[src/rtl/vending_machine_param.sv]
// Multi-product vending controller: coin credit, price-table vend and change returned one coin per valid/ready handshake.
// All outputs registered (1-cycle latency); chg_valid/chg_coin hold until chg_ready; `VEND_TIMEOUT_EN adds an inactivity refund.
module vending_machine_param #(
  parameter int NUM_PROD    = 4,
  parameter int PRICE_W     = 8,
  parameter int CREDIT_W    = 8,
  parameter int TIMEOUT_CYC = 1024,
  localparam int IDX_W      = $clog2(NUM_PROD)
) (
  input  logic                        clk,
  input  logic                        reset,
  input  logic                        i_coin_valid,
  input  logic [1:0]                  i_coin_val,
  input  logic                        i_sel_valid,
  input  logic [IDX_W-1:0]            i_sel_idx,
  input  logic                        i_cancel,
  input  logic [NUM_PROD*PRICE_W-1:0] i_prices,
  input  logic                        i_chg_ready,
  output logic [CREDIT_W-1:0]         o_credit,
  output logic                        o_coin_reject,
  output logic                        o_vend,
  output logic [IDX_W-1:0]            o_vend_idx,
  output logic                        o_short_pulse,
  output logic                        o_chg_valid,
  output logic [1:0]                  o_chg_coin,
  output logic                        o_busy
);

  localparam int MAX_W = (CREDIT_W > PRICE_W) ? CREDIT_W : PRICE_W;
  localparam int CMP_W = ((MAX_W > 5) ? MAX_W : 5) + 1;
  localparam logic [CMP_W-1:0] CREDIT_MAX = CMP_W'((2 ** CREDIT_W) - 1);

  typedef enum logic [1:0] {S_IDLE, S_CREDIT, S_VEND, S_CHANGE} state_t;

  state_t              r_state, w_state_nxt;
  logic [CREDIT_W-1:0] r_credit, w_credit_nxt;
  logic                r_coin_reject, w_reject_nxt;
  logic                r_vend;
  logic [IDX_W-1:0]    r_vend_idx, w_vend_idx_nxt;
  logic                r_short, w_short_nxt;
  logic                r_chg_valid;
  logic [1:0]          r_chg_coin, w_chg_coin_nxt;
  logic                r_busy;

  logic [CMP_W-1:0]    w_coin_amt, w_credit_ext, w_price_ext, w_sum, w_chg_amt, w_rem;
  logic [PRICE_W-1:0]  w_price;
  logic                w_coin_live, w_coin_fits, w_sel_ok, w_afford, w_coin_acc, w_tmo_fire;

  always_comb begin
    case (i_coin_val)
      2'b01:   w_coin_amt = CMP_W'(5);
      2'b10:   w_coin_amt = CMP_W'(10);
      2'b11:   w_coin_amt = CMP_W'(20);
      default: w_coin_amt = '0;
    endcase
  end

  assign w_coin_live  = i_coin_valid && (i_coin_val != 2'b00);
  assign w_credit_ext = CMP_W'(r_credit);
  assign w_sum        = w_credit_ext + w_coin_amt;
  assign w_coin_fits  = (w_sum <= CREDIT_MAX);
  assign w_price      = i_prices[int'(i_sel_idx)*PRICE_W +: PRICE_W];
  assign w_price_ext  = CMP_W'(w_price);

  // Index codes past NUM_PROD (non power-of-two tables) select nothing.
  if ((2 ** IDX_W) == NUM_PROD) begin : g_sel_full
    assign w_sel_ok = 1'b1;
  end else begin : g_sel_part
    assign w_sel_ok = (int'(i_sel_idx) < NUM_PROD);
  end

  assign w_afford  = w_sel_ok && (w_credit_ext >= w_price_ext);
  assign w_chg_amt = (r_chg_coin == 2'b10) ? CMP_W'(10) : CMP_W'(5);
  assign w_rem     = w_credit_ext - w_chg_amt;

`ifdef VEND_TIMEOUT_EN
  localparam int TMO_W = $clog2(TIMEOUT_CYC + 1);
  logic [TMO_W-1:0] r_tmo;

  assign w_tmo_fire = (r_state == S_CREDIT) && (r_tmo == TMO_W'(TIMEOUT_CYC));

  always_ff @(posedge clk or posedge reset) begin
    if (reset) begin
      r_tmo <= '0;
    end else if ((w_state_nxt != S_CREDIT) || w_coin_acc || i_sel_valid) begin
      r_tmo <= '0;
    end else begin
      r_tmo <= r_tmo + 1'b1;
    end
  end
`else
  assign w_tmo_fire = 1'b0;
`endif

  always_comb begin
    w_state_nxt    = r_state;
    w_credit_nxt   = r_credit;
    w_reject_nxt   = 1'b0;
    w_vend_idx_nxt = r_vend_idx;
    w_short_nxt    = 1'b0;
    w_coin_acc     = 1'b0;
    case (r_state)
      S_IDLE, S_CREDIT: begin
        if ((r_state == S_CREDIT) && (i_cancel || w_tmo_fire)) begin
          w_state_nxt  = S_CHANGE;
          w_reject_nxt = w_coin_live;
        end else if ((r_state == S_CREDIT) && i_sel_valid && w_afford) begin
          w_state_nxt    = S_VEND;
          w_credit_nxt   = CREDIT_W'(w_credit_ext - w_price_ext);
          w_vend_idx_nxt = i_sel_idx;
          w_reject_nxt   = w_coin_live;
        end else begin
          // A short select is not an accepted select, so a coin in that cycle still counts.
          w_short_nxt = (r_state == S_CREDIT) && i_sel_valid;
          if (w_coin_live) begin
            if (w_coin_fits) begin
              w_credit_nxt = CREDIT_W'(w_sum);
              w_state_nxt  = S_CREDIT;
              w_coin_acc   = 1'b1;
            end else begin
              w_reject_nxt = 1'b1;
            end
          end
        end
      end
      S_VEND: begin
        w_reject_nxt = w_coin_live;
        // Leftover below the smallest change coin cannot be returned.
        if (w_credit_ext >= CMP_W'(5)) begin
          w_state_nxt = S_CHANGE;
        end else begin
          w_credit_nxt = '0;
          w_state_nxt  = S_IDLE;
        end
      end
      S_CHANGE: begin
        w_reject_nxt = w_coin_live;
        if (r_chg_valid && i_chg_ready) begin
          if (w_rem < CMP_W'(5)) begin
            w_credit_nxt = '0;
            w_state_nxt  = S_IDLE;
          end else begin
            w_credit_nxt = CREDIT_W'(w_rem);
          end
        end
      end
      default: begin
        w_state_nxt  = S_IDLE;
        w_credit_nxt = '0;
      end
    endcase
  end

  always_comb begin
    w_chg_coin_nxt = 2'b00;
    if (w_state_nxt == S_CHANGE) begin
      w_chg_coin_nxt = (CMP_W'(w_credit_nxt) >= CMP_W'(10)) ? 2'b10 : 2'b01;
    end
  end

  always_ff @(posedge clk or posedge reset) begin
    if (reset) begin
      r_state       <= S_IDLE;
      r_credit      <= '0;
      r_coin_reject <= 1'b0;
      r_vend        <= 1'b0;
      r_vend_idx    <= '0;
      r_short       <= 1'b0;
      r_chg_valid   <= 1'b0;
      r_chg_coin    <= 2'b00;
      r_busy        <= 1'b0;
    end else begin
      r_state       <= w_state_nxt;
      r_credit      <= w_credit_nxt;
      r_coin_reject <= w_reject_nxt;
      r_vend        <= (w_state_nxt == S_VEND);
      r_vend_idx    <= w_vend_idx_nxt;
      r_short       <= w_short_nxt;
      r_chg_valid   <= (w_state_nxt == S_CHANGE);
      r_chg_coin    <= w_chg_coin_nxt;
      r_busy        <= (w_state_nxt == S_VEND) || (w_state_nxt == S_CHANGE);
    end
  end

  assign o_credit      = r_credit;
  assign o_coin_reject = r_coin_reject;
  assign o_vend        = r_vend;
  assign o_vend_idx    = r_vend_idx;
  assign o_short_pulse = r_short;
  assign o_chg_valid   = r_chg_valid;
  assign o_chg_coin    = r_chg_coin;
  assign o_busy        = r_busy;

endmodule
[config.mk]
export PLATFORM = sky130hd
export DESIGN_NAME = vending_machine_param
export DESIGN_NICKNAME = d
export VERILOG_FILES = /design/src/rtl/vending_machine_param.sv
export SDC_FILE = /design/constraint.sdc
export NUM_CORES = 1
export LEC_CHECK = 0
export BUFFER_PORTS_ARGS = -buffer_cell sky130_fd_sc_hd__buf_2
export CAP_MARGIN = 20
export CORE_ASPECT_RATIO = 0.9
export CORE_UTILIZATION = 35
export CTS_CLUSTER_DIAMETER = 50
export DETAILED_ROUTE_END_ITERATION = 12
export GPL_ROUTABILITY_DRIVEN = 1
export HOLD_SLACK_MARGIN = 0.05
export PLACE_DENSITY_LB_ADDON = 0.25
export SLEW_MARGIN = 25
export SYNTH_ARGS = -nofsm -noshare
export SYNTH_HDL_FRONTEND = slang
export SYNTH_SLANG_ARGS = --single-unit
[constraint.sdc]
create_clock -name clk -period 7.2 [get_ports clk]
set_input_delay 1.08 -clock clk [delete_from_list [all_inputs] [get_ports clk]]
set_output_delay 1.08 -clock clk [all_outputs]
set_load 0.01 [all_outputs]
Word level (Yosys, flattened, before mapping)
Cells that the tools add are included.

Bits in registers: 19.

Add/subtract/negate cells: 3. $lt $le $gt $ge: 5. Equal/unequal tests: 9. Shifts and indexed selects: 1. Mux-type cells: 28. Bitwise gates (word level): 1. Reductions and logical operators: 11.

Operators by type and width (count): $mux W8 (7); $shiftx A32 B6 Y8 (1); $pmux W8 S3 (1); $mux W2 (9); $pmux W5 S3 (1); $eq A2 B2 Y1 const B (7); $add A8 B9 Y9 (1); $le A9 B8 Y1 const B (1); $lt A9 B3 Y1 const B (1); $sub A8 B4 Y9 (1); $ge A8 B3 Y1 const B (1); $ge A8 B4 Y1 const B (1); $ge A8 B8 Y1 (1); $sub A8 B8 Y8 (1); $mux W1 (7); $pmux W2 S3 (1); $logic_and A1 B1 Y1 (5); $eq A2 B1 Y1 const B (2); $mux W4 (1); $reduce_or A2 Y1 (2); $reduce_and A3 Y1 (1); $logic_not A2 Y1 (1); $pmux W1 S2 (1); $reduce_bool A2 Y1 (1); 2 further kinds (2).

Longest topological paths before layout
Depth in word-level cells: 12. Depth in mapped cells: 13.

Worst setup path after synthesis
OpenSTA, ideal clock, no wires.

Path type: input-to-reg. Start point: in i_sel_idx[0]. End point: reg r_chg_coin[0] (netlist: o_chg_coin[0]). Arrival: 4.238 ns. Required time: 7.134 ns. Slack: 2.895 ns. Stages: 12. Cell sequence: clkbuf_1 > mux4_2 > ha_1 > fa_1 > nand2b_1 > a21oi_1 > o211ai_2 > nand2_4 > a31oi_1 > a32o_1 > a2111oi_2 > and2_1.

Word-level cells in the longest chain between the ends: 9.

RTL lines: from (decl) (RTL line 15) `input logic [IDX_W-1:0] i_sel_idx,`; $shiftx A32 B6 Y8 * (RTL line 62) `assign w_price = i_prices[int'(i_sel_idx)*PRICE_W +: PRICE_W];`; $ge A8 B8 Y1 (RTL line 72) `assign w_afford = w_sel_ok && (w_credit_ext >= w_price_ext);`; $logic_and A1 B1 Y1 (RTL line 107) `end else if ((r_state == S_CREDIT) && i_sel_valid && w_afford) begin`; $mux W8 * (RTL line 107); $mux W8 * (RTL line 104) `if ((r_state == S_CREDIT) && (i_cancel || w_tmo_fire)) begin`; $pmux W8 S3 * (RTL line 102) `case (r_state)`; named net w_credit_nxt[7] (RTL line 36) `logic [CREDIT_W-1:0] r_credit, w_credit_nxt;`; $ge A8 B4 Y1 * (RTL line 157) `w_chg_coin_nxt = (CMP_W'(w_credit_nxt) >= CMP_W'(10)) ? 2'b10 : 2'b01;`; $mux W2 * (RTL line 157); $mux W2 * (RTL line 156) `if (w_state_nxt == S_CHANGE) begin`; named net w_chg_coin_nxt[0] (RTL line 42) `logic [1:0] r_chg_coin, w_chg_coin_nxt;`; to (signal assigned) (RTL line 180) `r_chg_coin <= w_chg_coin_nxt;`; to (decl) (RTL line 42).

Mark *: on every way through the listed nets, which the timed path passes. The rest lies on a longest branch. A chain may end at the register's enable or synchronous reset.

Worst setup path after layout
Start point: in i_sel_idx[0]. End point: reg r_chg_coin[0] (netlist: o_chg_coin[0]).

Word-level cells in the longest chain between the ends: 9.

RTL lines (RTL line): $shiftx A32 B6 Y8 * (62); $ge A8 B8 Y1 (72); $logic_and A1 B1 Y1 (107); $mux W8 (107); $mux W8 (104); $pmux W8 S3 (102); $ge A8 B4 Y1 (157); $mux W2 (157); $mux W2 * (156); named net w_chg_coin_nxt[0] (42).

Marked as above.

==> results.json <==
{
  "vias": 2454,
  "drv_slew": 0,
  "antenna_found_initial": 0,
  "routed_via_density": 5.80,
  "fp.coreArea_sq_um": 6590,
  "whs_ns": 0.511,
  "crit_path_start_kind": "input pin",
  "highest_layer": "met4",
  "power_frac_clock_pct": 6.0,
  "synthesis.area_sq_um": 2400,
  "crit_path_max_fanout": 9,
  "die_h_um": 80.5,
  "cts_max_path_buffers": 2,
  "seq_area_frac_synth_pct": 19.8,
  "synth_area_leaders": "dfrtp_1 (20%), ha_1 (8.4%), mux4_2 (7.5%), a21oi_1 (4.2%), o21ai_0 (3.8%)",
  "dieArea_sq_um": 7180,
  "synth-main-ff-cell": "dfrtp_1",
  "status": "completed",
  "worstPathCellList": "buf_2, mux4_2, ha_1, fa_1, nand2b_1, a21oi_1, o211a_1, nor4_1, o31ai_1, o2111ai_1, a2111oi_2, and2_1",
  "p_switching_mw": 0.666,
  "dpl.cell_count": 419,
  "grt_pass1_vias": 2265,
  "syn_nets": 343,
  "hp-class": "register to register",
  "synth.most_common_cell": "nor2_1",
  "cp-end-kind": "register",
  "p_int_mw": 0.556,
  "fmax_mhz": 236,
  "finalPower_mw": 1.22,
  "multi_input_area_sq_um": 1770,
  "dpl.hpwl_mm": 5.46,
  "async_flop_share_pct": 100,
  "drt_wl_total_mm": 6.93,
  "place_congestion": 0.984,
  "rsz0062_at_grt": "false",
  "nets": 394,
  "slew_headroom_pct": 51.2,
  "portBuffers": 58,
  "timing.final.crit_share_pct": 58.8,
  "ys_warn_count": 0,
  "hold_viol": 0,
  "yosysTopAreaCell": "dfrtp_1",
  "cts_tree": "built",
  "design_area_sq_um": 2770,
  "pwr-share-comb_pct": 73.0,
  "start_util_pct": 36.4,
  "antenna_cells": 0,
  "hold_buffers": 0,
  "ys_ff_latch": 19,
  "netlist.area_leader.share_pct": 19.8,
  "drive_gt1_share_pct": 26.7,
  "wl_met2_mm": 3.08,
  "skew_ns": 0.00228,
  "cts_buffers": 3,
  "clkSlewWorstSetupHoldPaths_ns": 0.07,
  "fin_tns_setup_ns": 0,
  "placed_area_sq_um": 2720,
  "grt_max_degree": 20,
  "drt.antenna.violating_nets": 0,
  "die_width_um": 89.2,
  "cts_root_buffer": "clkbuf_8",
  "crit_family": "compound AO/OA/AOI/OAI gates",
  "drtIter0Drc": 240,
  "seq_area_sq_um": 475,
  "cp_slowest_stage_delay_ns": 0.56,
  "grt.total_usage_pct": 20.1,
  "htreeDepth": 1,
  "power_density_nw_per_um2": 441,
  "cp.arrival_ns": 4.42,
  "leakagePower_nw": 1.23,
  "postCtsSetupBuffers": 0,
  "synth.distinct_cells": 66,
  "numClockSinks": 19,
  "syn_inst": 283,
  "synth_area_per_cell_sq_um": 8.47,
  "cts_resized": 0,
  "grt_pass1_wl_mm": 11.0,
  "wl_per_cell_um": 16.4,
  "cp_data_required_time_ns": 7.39,
  "ioPinCount": 59,
  "ir_worst_vdd_mv": 0.178,
  "layout.cells.non_filler": 423,
  "p_sw_share_pct": 54.5,
  "synth_edf_count": 0,
  "synth_common_cells": "nor2_1 (22), nand2_1 (21), a21oi_1 (20)",
  "gr-total-overflow": 0,
  "areaGrowthSynthToFinish_pct": 15.5,
  "clock_latency_ns": 0.25,
  "path_class": "input pin to register",
  "fp-row-count": 28,
  "maxCapViolCount": 0,
  "setup_violations": 0,
  "worst_pin_slew_ns": 0.731,
  "drc": 0,
  "critical-path-slowest-cell": "mux4_2",
  "met3_wirelength_um": 465,
  "min_period_ns": 4.23,
  "fill_cells": 715,
  "firstDrtPassIters": 5,
  "met1_length_mm": 3.30,
  "seq_power_share_pct": 21.0,
  "path_buf_inv": 1
}
[registers in the layout, summed over array words and instances (netlist names)]
register	count
o_credit	8
o_chg_coin	2
o_vend_idx	2
r_state	2
o_busy	1
o_chg_valid	1
o_coin_reject	1
o_short_pulse	1
o_vend	1
[per-layer routing]
metal	up-vias	track usage [%]
met1	1157	29.6
met5	-	0
met4	0	4.44
li1	1186	-
met3	8	2.26
met2	103	31.1
[power groups by stage]
stage               Clock, mW  Sequential [mW]  Combinational [mW]
floorplan                   0            0.195               0.713
global placement            0            0.259               0.879
detailed placement          0            0.257               0.874
CTS                    0.0762            0.255               0.880
global route           0.0815            0.264               0.994
finish                 0.0734            0.257               0.891
[cell families after synthesis]
| logic type | Yosys count | share of synthesized area (%) |
|---|---|---|
| flip-flops | 19 | 19.8 |
| AO/OA/AOI/OAI | 96 | 28.4 |
| XOR/XNOR | 10 | 3.66 |
| adder cells (fa/ha/maj) | 18 | 10.0 |
| buffers and inverters | 31 | 6.21 |
| AND/OR/NAND/NOR | 95 | 21.5 |
| multiplexers | 14 | 10.4 |
[stage by stage]
stage | utilization [%] | setup WS [ns]
4_1_cts | 42.0 | 2.98
3_5_place_dp | 41.3 | 2.72
5_1_grt | 42.0 | 2.69
3_3_place_gp | 41.3 | 2.84
2_1_floorplan | - | 2.90
6_report | 42.0 | 2.97
[worst paths after layout]
kind,endpoint,slack [ns],from,cells after the start
setup reg to reg,o_chg_coin[0],3.71,o_credit[1],11
max in group asynchronous,o_credit[2],5.80,reset,2
hold / removal,o_vend_idx[1],0.51,o_vend_idx[1],1
min in group asynchronous,o_vend,0.94,reset,2
setup / recovery,o_chg_coin[0],2.97,i_sel_idx[0],12
hold reg to reg,o_vend_idx[1],0.51,o_vend_idx[1],1
[cell type report]
cell class              instances  area share (%)
clock buffers                   3            1.49
clock inverters                 1           0.181
inverters                      19            2.58
multi-input cells             233            64.0
flip-flops and latches         19            17.2
well taps                      90            4.07
repair buffers                 58            10.5
[cell usage in the layout (no fill, tap or decap), drive strengths merged, types with 8 or more instances in the layout]
| cell type | n |
|---|---|
| nor2 | 22 |
| inv | 19 |
| buf | 58 |
| dfrtp | 19 |
| xnor2 | 8 |
| o21ai | 19 |
| ha | 16 |
| mux4 | 8 |
| nand2 | 22 |
| a21oi | 20 |
| nor3 | 9 |
Note: power is estimated with default switching activity, not from simulation.
